[src/rtl/mux4_rr_arbiter.sv]
// Round-robin arbiter with an internal 4:1 data mux feeding one valid/ready consumer.
// Optional per-requester grant counters are enabled by defining MUX4_ARB_STATS_EN.
module mux4_rr_arbiter #(
  parameter int DATA_W = 32
) (
  input  logic                  clk,
  input  logic                  rst_n,
  input  logic [3:0]            req_valid,
  input  logic [4*DATA_W-1:0]   req_data,
  output logic [3:0]            req_ready,
  output logic                  out_valid,
  output logic [DATA_W-1:0]     out_data,
  input  logic                  out_ready,
  output logic [1:0]            sel,
  output logic                  busy,
  output logic [63:0]           stat_cnt
);

  typedef enum logic [0:0] {
    ST_IDLE = 1'b0,
    ST_BUSY = 1'b1
  } state_t;

  state_t            state_r;
  state_t            state_nxt_s;
  logic [1:0]        sel_r;
  logic [1:0]        sel_nxt_s;
  logic [1:0]        last_grant_r;
  logic [1:0]        last_grant_nxt_s;
  logic              busy_s;
  logic              sel_valid_s;
  logic              xfer_s;
  logic [2:0]        idle_pick_s;
  logic [2:0]        busy_pick_s;
  logic [DATA_W-1:0] word_s [4];

  // Returns {found, index}: first set bit of mask scanning upward from start with wrap.
  function automatic logic [2:0] rr_pick(input logic [3:0] mask, input logic [1:0] start);
    logic [1:0] idx;
    rr_pick = 3'b000;
    for (int i = 3; i >= 0; i--) begin
      idx = start + i[1:0];
      if (mask[idx]) begin
        rr_pick = {1'b1, idx};
      end else begin
        rr_pick = rr_pick;
      end
    end
  endfunction

  function automatic logic [3:0] onehot4(input logic [1:0] idx);
    onehot4 = 4'b0001 << idx;
  endfunction

  for (genvar g = 0; g < 4; g++) begin : g_word
    assign word_s[g] = req_data[g*DATA_W +: DATA_W];
  end

  // Handshake and mux outputs, passed straight through from the live inputs.
  always_comb begin
    busy_s      = (state_r == ST_BUSY);
    sel_valid_s = req_valid[sel_r];
    out_valid   = busy_s & sel_valid_s;
    xfer_s      = out_valid & out_ready;
    if (xfer_s) begin
      req_ready = onehot4(sel_r);
    end else begin
      req_ready = 4'b0000;
    end
    if (busy_s) begin
      out_data = word_s[sel_r];
    end else begin
      out_data = {DATA_W{1'b0}};
    end
    idle_pick_s = rr_pick(req_valid, last_grant_r + 2'd1);
    busy_pick_s = rr_pick(req_valid & ~onehot4(sel_r), sel_r + 2'd1);
  end

  // Next-state logic: the current owner is masked out on transfer so it cannot hog the mux.
  always_comb begin
    state_nxt_s      = state_r;
    sel_nxt_s        = sel_r;
    last_grant_nxt_s = last_grant_r;
    case (state_r)
      ST_IDLE: begin
        if (idle_pick_s[2]) begin
          sel_nxt_s   = idle_pick_s[1:0];
          state_nxt_s = ST_BUSY;
        end else begin
          state_nxt_s = ST_IDLE;
        end
      end
      ST_BUSY: begin
        if (xfer_s) begin
          last_grant_nxt_s = sel_r;
          if (busy_pick_s[2]) begin
            sel_nxt_s   = busy_pick_s[1:0];
            state_nxt_s = ST_BUSY;
          end else begin
            state_nxt_s = ST_IDLE;
          end
        end else if (!sel_valid_s) begin
          state_nxt_s = ST_IDLE;
        end else begin
          state_nxt_s = ST_BUSY;
        end
      end
      default: begin
        state_nxt_s = ST_IDLE;
      end
    endcase
  end

  // State, grant and priority-pointer registers.
  always_ff @(posedge clk or negedge rst_n) begin
    if (!rst_n) begin
      state_r      <= ST_IDLE;
      sel_r        <= 2'b00;
      last_grant_r <= 2'b11;
    end else begin
      state_r      <= state_nxt_s;
      sel_r        <= sel_nxt_s;
      last_grant_r <= last_grant_nxt_s;
    end
  end

  assign sel  = sel_r;
  assign busy = busy_s;

`ifdef MUX4_ARB_STATS_EN
  logic [15:0] cnt_r [4];

  // Saturating per-requester transfer counters.
  always_ff @(posedge clk or negedge rst_n) begin
    if (!rst_n) begin
      for (int i = 0; i < 4; i++) begin
        cnt_r[i] <= 16'h0000;
      end
    end else begin
      for (int i = 0; i < 4; i++) begin
        if (req_ready[i] && (cnt_r[i] != 16'hFFFF)) begin
          cnt_r[i] <= cnt_r[i] + 16'd1;
        end else begin
          cnt_r[i] <= cnt_r[i];
        end
      end
    end
  end

  assign stat_cnt = {cnt_r[3], cnt_r[2], cnt_r[1], cnt_r[0]};
`else
  assign stat_cnt = 64'h0;
`endif

endmodule

[config.mk]
export PLATFORM = sky130hd
export DESIGN_NAME = mux4_rr_arbiter
export DESIGN_NICKNAME = d
export VERILOG_FILES = /design/src/rtl/mux4_rr_arbiter.sv
export SDC_FILE = /design/constraint.sdc
export NUM_CORES = 1
export LEC_CHECK = 0
export ABC_AREA = 1
export BUFFER_PORTS_ARGS = -buffer_cell sky130_fd_sc_hd__buf_2
export CORE_AREA = 2 2 94 96
export DETAILED_ROUTE_END_ITERATION = 10
export DIE_AREA = 0 0 96 98
export GPL_TIMING_DRIVEN = 0
export PLACE_DENSITY = 0.68
export SYNTH_ARGS = -nofsm -noshare
export SYNTH_HDL_FRONTEND = slang
export SYNTH_SLANG_ARGS = --single-unit
[constraint.sdc]
create_clock -name clk -period 2.6 [get_ports clk]
set_input_delay 0.52 -clock clk [delete_from_list [all_inputs] [get_ports clk]]
set_output_delay 0.52 -clock clk [all_outputs]
set_load 0.03 [all_outputs]
======== Word level (Yosys, flattened, before mapping) ========
Index checks and enable logic that the tools add are counted.
storage, ports and cells
  register bits ........................... 5
  input port bits ......................... 135
  output and inout port bits .............. 104
cells by class
  add/sub/neg operators ................... 8
  $lt $le $gt $ge ......................... 10
  equality and inequality tests ........... 3
  shift-type cells ........................ 1
  muxes and demuxes ....................... 40
  bitwise logic cells ..................... 6
  reductions and logical operators ........ 2
operators by type and width
  kind                 count
  $mux 32              3
  $bmux 32 s2          1
  $lt 2x3->1 const B   9
  $mux 3               8
  $bmux 1 s2           9
  $mux 1               13
  $add 2x1->2 const B  4
  $add 2x2->2 const B  4
  $mux 2               3
  $and 4x4->4          1
  $mux 4               1
  $ne 2x1->1 const B   2
  $not 4->4            1
  $pmux 2 s2           1
  $shl 1x2->4 const A  1
  $ge 3x3->1 const B   1
  $not 2->3            1
  $reduce_and 3->1     1
  $and 1x1->1          2
  $ne 2x2->1 const B   1
  $pmux 1 s2           1
  $reduce_and 2->1     1
  $not 1->1            1

======== Depth between registers and ports, before layout ========
  depth after elaboration ................. 12
  mapped depth ............................ 17
  depth with buffers taken out ............ 14

======== Worst setup path after synthesis ========
OpenSTA, ideal clock, no wires.
  kind .................................... reg2out
  from .................................... register sel_r[0] (netlist: sel[0])
  to ...................................... output port out_data[0]
  data arrival time ....................... 1833 ps
  required time ........................... 2080 ps
  path slack .............................. 247 ps
  stages on the path, launching flop included .. 8
  path buffers ............................ 3
  cell sequence ........................... dfrtp_1 -> buf_6 -> buf_4 -> buf_2 -> nor2_1 -> nor2_1 -> o21ai_0 -> a21oi_1
between the ends
  longest elaborated chain between the ends .. 5
ends and longest elaborated chain
  element                                     RTL line  text
  start, declared                             26        logic [1:0] sel_r;
  start signal, assigned                      122       sel_r <= sel_nxt_s;
  $not 2->3 (implied by the code)             71        out_data = word_s[sel_r];
  $bmux 32 s2                                 71
  $mux 32 (implied by the code) (2 in a row)  71
  $mux 32                                     70        if (busy_s) begin
  end, declared                               12        output logic [DATA_W-1:0] out_data,
No other way between the ends. The select of a mux whose other input is x is not followed.

======== Final worst setup path ========
  from .................................... register sel_r[0] (netlist: sel[0])
  to ...................................... output port out_data[21]
The elaborated chain is that of the path after synthesis.

==> impl_metrics.toml <==
[synthesis]
synth_simple_gate_area_share_pct = 38.7
synth_common_cells = "nor2_1 (136), o21ai_0 (71), buf_4 (66)"
async_flop_share_pct = 100
synth_xor_area_share_pct = 0
yosysWarnings = 0
ys_ff_latch = 5
yosysTopAreaCell = "nor2_1"
synth_most_common_cell = "nor2_1"
synth.top_cell.area_share_pct = 21.5
synth_cell_types = 23
seq_area_frac_synth_pct = 5.37
synth_edf_count = 0
syn-instance-count = 465
synth_top_family_by_area = "simple AND/OR/NAND/NOR gates"
synth_ff_type = "dfrtp_1"
synth_compound_area_share_pct = 23.1
synthAdderAreaFrac_pct = 2.11
postSynthAreaPerCell_um2 = 5.11
ys_top_cells_by_area = "nor2_1 (21%), buf_4 (21%), o21ai_0 (15%)"
muxShareOfSynthArea_pct = 0
syn_area_um2 = 2380

[floorplan]
initial_utilization_pct = 28.1
dieArea_um2 = 9410
rows = 34
io_pins = 239
die_h_um = 98
coreArea_um2 = 8470
die_w_um = 96

[critical_path]
cp.arrival_ns = 1.90
max_stage_delay_ns = 0.44
ff2ff_path_depth = 16
path_class = "reg -> out"
cp_cell_sequence = "buf_6 > buf_4 > buf_2 > nor2_1 > nor2_1 > o21ai_0 > a21oi_1 > buf_2"
slowest_stage = "dfrtp_2"
start_kind = "flip-flop"
crit_fanout = 10
cp_data_required_time_ns = 2.08
cp-end-kind = "output port"

[global_route]
grt_pass1_vias = 3121
grt_max_degree = 12
gr-usage-all-layers_pct = 18.9
antenna_found_initial = 0
overflow = 0
grt_pass1_wl_um = 14500

[hold_path]
hp-class = "in -> async"

[timing]
hold_violations = 0
period_needed_ns = 2.42
worst_slew_pin_slew_ns = 0.536
slew_headroom_pct = 64.2
fin_skew_ns = 0.000378
period_share_pct = 92.9
setup_viol_count_final = 0
rsz0062_at_grt = "false"
slew_viol_final = 0
fin_ws_ns = 0.184
fmax_mhz = 414

[placed_design]
place_congestion = 0.860
pre_cts_ws_ns = -0.130
dpl_cell_area_um2 = 3620
hpwl_um = 8140
port_buffers = 174
dp.cells = 810

[clock_network]
cts_num_sinks = 5
cts_max_level = 1
clk_pin_slew_ns = 0.04
clk_latency_ns = 0.22
clockBufferDepth = 2
tritoncts = "yes"
cts-root-buf = "clkbuf_8"
cts_buffers = 3

[pwr]
power_density_nw_per_um2 = 1100
ir_drop_uv = 581
power_leakage_nw = 2.26

[cells_and_area]
finalInstanceArea_um2 = 3730
n_antenna_cell = 0
area_growth_pct = 56.9
fin_nets = 852
drive_gt1_share_pct = 39.3
layout.cells.non_filler = 820

[drt]
avgViaCountPerCell = 4.33
route.detailed.wl_per_inst_um = 11.9
drc = 0
drt_first_iter_violations = 140
wl_um = 9750
first_pass_iters = 4
num_vias = 3551
ant_nets = 0

[run]
drv_cap = 0

[outcome]
outcome = "finished clean"
[per-stage QoR]
stage          total power [mW]  TNS (ns)  utilization [%]  hold slack, ns
2_1_floorplan              2.89         0                -           0.224
3_3_place_gp               3.83    -0.142             42.8           0.333
3_5_place_dp               3.87    -0.160             42.8           0.342
4_1_cts                    4.05         0             43.4           0.105
5_1_grt                    4.55         0             44.1           0.103
6_report                   4.12         0             44.1           0.105
[worst paths after layout]
path	slack, ns	endpoint	start
max	0.18	out_data[21]	sel[0]$_DFFE_PN0P_
min	0.11	sel[1]$_DFFE_PN0P_	rst_n
max reg2reg	0.25	sel[0]$_DFFE_PN0P_	sel[1]$_DFFE_PN0P_
min reg2reg	0.51	last_grant_r[1]$_DFFE_PN1P_	last_grant_r[1]$_DFFE_PN1P_
max in group asynchronous	2.28	last_grant_r[0]$_DFFE_PN1P_	rst_n
min in group clk	0.51	last_grant_r[1]$_DFFE_PN1P_	last_grant_r[1]$_DFFE_PN1P_
[cells by family after synthesis]
group                      count (synthesis)
DFF                                        5
and+or+nand+nor                          229
AOI/OAI and AO/OA                        109
adders and majority gates                  4
other                                      1
buffers and inverters                    117
[per-layer routing]
layer / wire [um] / global-route usage (%)
met4: 80 / 4.07
met1: 3980 / 22.0
met3: 894 / 2.78
met5: 0 / 0
met2: 4800 / 35.6
[power by group]
group          leakage (nW)  total (mW)  switching [mW]  internal, mW
Sequential           0.0556       0.186          0.0582         0.127
Combinational          2.19        3.79            2.57          1.22
Clock                0.0228       0.145          0.0398         0.105
[area by class of cell]
cell class	count	area, um2
inverter	25	97.6
buffer	92	648
multi-input combinational	406	1760
tap	108	135
timing repair buffer	180	916
sequential	5	129
fill	949	4740
clock buffer	4	45.0
[critical path: cells and delay by family (launching register included)]
kind | cells | cell delay (ns)
simple gates | 2 | 0.15
buf+inv | 4 | 0.83
compound gates | 2 | 0.25
flops | 1 | 0.44
[registers in the layout (all words and copies together) (netlist names)]
register,cells
last_grant_r,2
busy,1
sel,2
[cell usage in the layout, fill, tap and decap left out, drive strengths merged, types with 2 or more instances in the layout]
cell,count
o21ai,73
ha,4
a21oi,36
clkbuf,16
inv,24
buf,260
nor2,139
nand3,20
nand2,67
dfstp,2
conb,64
dfrtp,3
nand4,3
[repair_timing]
action,in CTS,in global routing
endpoints found under the hold margin,0,0
setup buffers,0,6
resized for setup,5,9
hold buffers,0,0
setup endpoints to repair,22,35
Note: power is estimated with default switching activity, not from simulation.
